### config.mk
export PLATFORM = sky130hd
export DESIGN_NAME = uart_tx_scheduler
export DESIGN_NICKNAME = d
export VERILOG_FILES = /design/src/rtl/uart_pkg.sv /design/src/rtl/rr_arbiter.sv /design/src/rtl/uart_tx_scheduler.sv
export SDC_FILE = /design/constraint.sdc
export NUM_CORES = 1
export LEC_CHECK = 0
export ABC_AREA = 1
export CORE_UTILIZATION = 54
export DETAILED_ROUTE_END_ITERATION = 10
export PLACE_DENSITY_LB_ADDON = 0.08
export SLEW_MARGIN = 20
export SYNTH_ARGS = -nofsm -noshare
export SYNTH_HDL_FRONTEND = slang
export SYNTH_HIERARCHICAL = 1
export SYNTH_SLANG_ARGS = --single-unit
### constraint.sdc
create_clock -name sysclk -period 5.52 [get_ports sysclk]
set_input_delay 1.104 -clock sysclk [delete_from_list [all_inputs] [get_ports sysclk]]
set_output_delay 1.104 -clock sysclk [all_outputs]
set_load 0.05 [all_outputs]
### src/rtl/uart_pkg.sv
// rtl/uart_pkg.sv - shared types and helpers for the UART transmit scheduler
package uart_pkg;

  typedef logic [7:0] uart_byte_t;

  typedef enum logic {
    ST_IDLE  = 1'b0,
    ST_GRANT = 1'b1
  } sched_state_e;

  localparam int BURST_W = 8;
  localparam int HOLD_W  = 16;

  function automatic int id_width(input int n);
    return (n > 1) ? $clog2(n) : 1;
  endfunction

endpackage

### src/rtl/rr_arbiter.sv
// rtl/rr_arbiter.sv - combinational round-robin pick, searching upward from ptr with wrap
module rr_arbiter
  import uart_pkg::*;
#(
  parameter int NREQ = 4,
  parameter int IDW  = id_width(NREQ)
) (
  input  logic [NREQ-1:0] req,
  input  logic [IDW-1:0]  ptr,
  output logic [NREQ-1:0] gnt,
  output logic [IDW-1:0]  gnt_id,
  output logic            any
);

  logic [IDW:0]   sum;
  logic [IDW-1:0] idx;

  always_comb begin
    gnt    = '0;
    gnt_id = '0;
    any    = 1'b0;
    sum    = '0;
    idx    = '0;
    for (int k = 0; k < NREQ; k++) begin
      // one extra bit so ptr+k never overflows before the wrap subtract
      sum = {1'b0, ptr} + (IDW+1)'(k);
      if (sum >= (IDW+1)'(NREQ)) begin
        sum = sum - (IDW+1)'(NREQ);
      end
      idx = sum[IDW-1:0];
      if (!any && req[idx]) begin
        any      = 1'b1;
        gnt[idx] = 1'b1;
        gnt_id   = idx;
      end
    end
  end

endmodule

### src/rtl/uart_tx_scheduler.sv
// rtl/uart_tx_scheduler.sv - message-locked round-robin sharing of one UART byte transmitter
module uart_tx_scheduler
  import uart_pkg::*;
#(
  parameter int NREQ         = 4,
  parameter int MAX_BURST    = 16,
  parameter int HOLD_TIMEOUT = 1023,
  localparam int IDW         = id_width(NREQ)
) (
  input  logic                sysclk,
  input  logic                reset,
  input  logic [NREQ-1:0]     req_valid,
  input  logic [8*NREQ-1:0]   req_data,
  input  logic [NREQ-1:0]     req_last,
  output logic [NREQ-1:0]     req_ready,
  output logic                tx_valid,
  output logic [7:0]          tx_data,
  input  logic                tx_ready,
  output logic [NREQ-1:0]     grant,
  output logic [IDW-1:0]      cur_id,
  output logic                busy,
  output logic                timeout_evt
);

  sched_state_e       state_q, state_d;
  logic [NREQ-1:0]    grant_q, grant_d;
  logic [IDW-1:0]     cur_id_q, cur_id_d;
  logic [IDW-1:0]     rr_ptr_q, rr_ptr_d;
  logic [BURST_W-1:0] burst_cnt_q, burst_cnt_d;
  logic [HOLD_W-1:0]  hold_cnt_q, hold_cnt_d;

  logic [NREQ-1:0]    arb_gnt;
  logic [IDW-1:0]     arb_id;
  logic               arb_any;

  uart_byte_t         req_bytes [NREQ];
  logic               owner_valid;
  logic               owner_last;
  uart_byte_t         owner_data;
  logic               beat;
  logic               release_now;
  logic [IDW-1:0]     next_ptr;

  for (genvar i = 0; i < NREQ; i++) begin : g_bytes
    assign req_bytes[i] = req_data[8*i +: 8];
  end

  rr_arbiter #(
    .NREQ (NREQ),
    .IDW  (IDW)
  ) u_arb (
    .req    (req_valid),
    .ptr    (rr_ptr_q),
    .gnt    (arb_gnt),
    .gnt_id (arb_id),
    .any    (arb_any)
  );

  assign owner_valid = req_valid[cur_id_q];
  assign owner_last  = req_last[cur_id_q];
  assign owner_data  = req_bytes[cur_id_q];
  assign next_ptr    = (cur_id_q == IDW'(NREQ-1)) ? '0 : cur_id_q + IDW'(1);

  always_comb begin
    state_d     = state_q;
    grant_d     = grant_q;
    cur_id_d    = cur_id_q;
    rr_ptr_d    = rr_ptr_q;
    burst_cnt_d = burst_cnt_q;
    hold_cnt_d  = hold_cnt_q;
    tx_valid    = 1'b0;
    tx_data     = '0;
    req_ready   = '0;
    timeout_evt = 1'b0;
    beat        = 1'b0;
    release_now = 1'b0;

    unique case (state_q)
      ST_IDLE: begin
        burst_cnt_d = '0;
        hold_cnt_d  = '0;
        if (arb_any) begin
          state_d  = ST_GRANT;
          grant_d  = arb_gnt;
          cur_id_d = arb_id;
        end
      end

      ST_GRANT: begin
        tx_valid            = owner_valid;
        tx_data             = owner_data;
        req_ready[cur_id_q] = tx_ready;
        beat                = owner_valid & tx_ready;

        if (beat && burst_cnt_q != {BURST_W{1'b1}}) begin
          burst_cnt_d = burst_cnt_q + BURST_W'(1);
        end
        // a stalled transmitter with valid held high is not idleness
        hold_cnt_d = owner_valid ? '0 : hold_cnt_q + HOLD_W'(1);

        if (beat && (owner_last || burst_cnt_q == BURST_W'(MAX_BURST-1))) begin
          release_now = 1'b1;
        end else if (!owner_valid && hold_cnt_q == HOLD_W'(HOLD_TIMEOUT-1)) begin
          release_now = 1'b1;
          timeout_evt = 1'b1;
        end

        if (release_now) begin
          state_d  = ST_IDLE;
          grant_d  = '0;
          rr_ptr_d = next_ptr;
        end
      end

      default: begin
        state_d = ST_IDLE;
        grant_d = '0;
      end
    endcase
  end

  always_ff @(posedge sysclk or posedge reset) begin
    if (reset) begin
      state_q     <= ST_IDLE;
      grant_q     <= '0;
      cur_id_q    <= '0;
      rr_ptr_q    <= '0;
      burst_cnt_q <= '0;
      hold_cnt_q  <= '0;
    end else begin
      state_q     <= state_d;
      grant_q     <= grant_d;
      cur_id_q    <= cur_id_d;
      rr_ptr_q    <= rr_ptr_d;
      burst_cnt_q <= burst_cnt_d;
      hold_cnt_q  <= hold_cnt_d;
    end
  end

  assign grant  = grant_q;
  assign cur_id = cur_id_q;
  assign busy   = (state_q == ST_GRANT);

endmodule

==> flow_metrics.py <==
metrics = {
    "yosys": {
        "synth_edf_count": 0,
        "syn-instance-count": 386,
        "muxShareOfSynthArea_pct": 0,
        "synth_fa_ha_area_share_pct": 5.594,
        "synth_compound_area_share_pct": 10.54,
        "yosysMostFrequentCell": "nand2_1",
        "yosys.area.top_type_share_pct": 30.77,
        "synth_nets": 441,
        "synth_ff_type": "dfrtp_1",
        "syn-cell-area_mm2": 0.002684,
        "synth-simple-area-share_pct": 42.70,
        "synth.largest_area_cell": "dfrtp_1",
        "async_reset_ff_share_pct": 100.0,
        "yosysSeqAreaShare_pct": 30.77,
        "ys_top_cells_by_area": "dfrtp_1, nand2_1, nor2_1, ha_1, nand3_1",
        "yosysUniqueCellTypes": 34,
        "synth_top_family_by_area": "simple AND/OR/NAND/NOR gates",
        "avgSynthCellArea_um2": 6.953,
        "yosys-top-cells-count": "nand2_1, nor2_1, inv_1",
        "yosysWarnings": 6,
        "synthXorXnorAreaFrac_pct": 2.284,
        "ys_seq_elements": 33,
    },
    "setup_path": {
        "required_ns": 4.42,
        "crit_path_max_fanout": 25,
        "slowest_stage": "dfrtp_1",
        "cp_num_buf_inv": 4,
        "crit_chain": "inv_2 > nand2_1 > nand3_2 > nand2_4 > nand2_4 > inv_2 > nand2_4 > inv_1 > clkdlybuf4s50_1",
        "endpoint": "timeout_evt",
        "startpoint": "cur_id[0]",
        "cp-start-kind": "register",
        "r2r_end": "grant[1]",
        "ff2ff_setup_slack_ns": 2.94,
        "rr_worst_depth": 12,
        "cp_top_family": "buffers and inverters",
        "slowest_delay_ns": 0.88,
        "critPathCaptureType": "primary output",
        "crit_top_cell": "nand2_4",
        "crit_arrival_ns": 3.20,
        "crit_type": "register to primary output",
        "worst-path-stages": 9,
        "r2r_start": "rr_ptr_q[0]",
    },
    "power_and_ir_drop": {
        "powerDensity_mw_per_mm2": 482.2,
        "p_leak_uw": 0.001547,
        "ir_worst_vdd_v": 0.0003110,
    },
    "cts": {
        "cts.path.max_buffers": 2,
        "numCtsBuffers": 5,
        "post_cts_resize_count": 0,
        "cts_root_buf": "clkbuf_8",
        "cts_tree": "done",
        "ctsHoldBuffers": 0,
        "clk_pin_slew_ns": 0.07,
        "htreeDepth": 2,
        "insertion_delay_ns": 0.29,
        "cts.sinks": 33,
        "cts_setup_buffers": 0,
    },
    "finish": {
        "multi_input_area_mm2": 0.001640,
        "diodes": 0,
        "seq_area_um2": 825.8,
        "nNetsFinal": 502,
        "syn_to_final_growth_pct": 27.97,
        "fillers": 404,
        "drive_gt1_share_pct": 10.51,
        "final_area_mm2": 0.003435,
        "postLayoutCoreUtil_pct": 72.24,
    },
    "floorplan": {
        "rows": 25,
        "fp.dieArea_mm2": 0.005256,
        "core_area_mm2": 0.004755,
        "pin_count": 64,
        "floorplan.initialDensity_pct": 56.45,
        "die_w_um": 72.50,
        "die_height_um": 72.50,
    },
    "drt": {
        "vias": 2689,
        "viasPerCell": 5.232,
        "drc": 0,
        "dr_wl_met2_um": 3304,
        "routed_wirelength_um": 6711,
        "met1_length_um": 2949,
        "drtIter0Drc": 148,
        "routedWlPerCell_um": 13.06,
        "dr.pass1.iters": 4,
        "wl_met3_um": 334,
        "ant_nets": 0,
        "highest_layer": "met4",
    },
    "placed_design": {
        "gp_congestion": 0.8879,
        "placed_area_mm2": 0.003331,
        "hpwl_um": 4957,
        "portBuffers": 63,
    },
    "timing": {
        "final-hold-violation-count": 0,
        "fin_crit_sh_pct": 78.04,
        "whs_ns": 0.4833,
        "slew_headroom_pct": 44.93,
        "timing.final.crit_period_ns": 4.308,
        "skew_ns": 0.006959,
        "fin_setup_tns_ns": 0,
        "final_max_slew_viol_count": 0,
        "fmax_ghz": 0.2321,
        "setup_viol": 0,
        "tightest_slew_ns": 0.8261,
        "rsz0062_at_grt": "false",
    },
    "global_route": {
        "overflow": 0,
        "grt_max_degree": 34,
        "grt_pass1_wl_um": 11140,
        "first_global_vias": 2538,
        "antenna_found_initial": 0,
        "grt_usage_pct": 26.85,
    },
    "job": {
        "maxCapViolations": 0,
    },
    "outcome": {
        "status": "completed",
    },
    "worst_hold_path": {
        "hold_path_depth": 1,
        "hp-class": "register to register",
    },
}
==> flip-flops by register name (all words and copies together), names as in the netlist <==
register     flops
hold_cnt_q      16
grant            4
rr_ptr_q         2
burst_cnt_q      8
busy             1
cur_id           2
==> cell usage in the layout (no fill, tap or decap), drive strengths merged, types with 5 or more instances in the layout <==
master          n
a21oi          24
clkbuf          5
clkdlybuf4s50  63
dfrtp          33
ha             12
inv            37
nand2          98
nand3          35
nand4          12
nor2           77
nor3            8
o21ai          22
==> how the worst min path moves through the flow <==
stage	start	endpoint	slack, ns
2_1_floorplan	hold_cnt_q[0]	hold_cnt_q[0]	0.45
3_3_place_gp	hold_cnt_q[0]	hold_cnt_q[0]	0.48
3_5_place_dp	hold_cnt_q[0]	hold_cnt_q[0]	0.47
4_1_cts	hold_cnt_q[0]	hold_cnt_q[0]	0.48
5_1_grt	hold_cnt_q[0]	hold_cnt_q[0]	0.52
6_report	hold_cnt_q[0]	hold_cnt_q[0]	0.48
==> cell type report <==
type	count	area share, %
Sequential cell	33	24.04
Inverter	38	4.153
Clock buffer	5	2.004
Clock inverter	2	1.020
Multi-Input combinational cell	305	47.76
Timing Repair Buffer	64	18.58
Tap cell	67	2.441
==> where the power goes <==
group	switching [uW]	internal, uW	total [uW]
Sequential	92.9	283	376
Clock	86.8	131	218
Combinational	713	349	1060
==> metrics by stage <==
stage               total power [uW]  worst slack (ns)  std cells
floorplan                       1177             2.327        386
global placement                1412             1.262        507
detailed placement              1434             1.211        507
CTS                             1657             1.212        514
global route                    1775            0.9946        514
finish                          1656             1.212        514
==> per-layer routing <==
layer | global-route usage (%) | vias to the layer above
met4 | 9.150 | 0
met2 | 47.56 | 64
li1 | - | 1370
met5 | 0 | -
met3 | 4.722 | 13
met1 | 32.83 | 1242
==> kinds of logic (layout without fill, tap and decap cells) <==
kind of cell               count (synthesis)  in the layout
and+or+nand+nor                          234            234
AOI/OAI and AO/OA                         52             52
buffers and inverters                     48            109
DFF                                       33             33
adders and majority gates                 12             12
xor gates and xnor gates                   7              7
(Power assumes the default switching activity.)
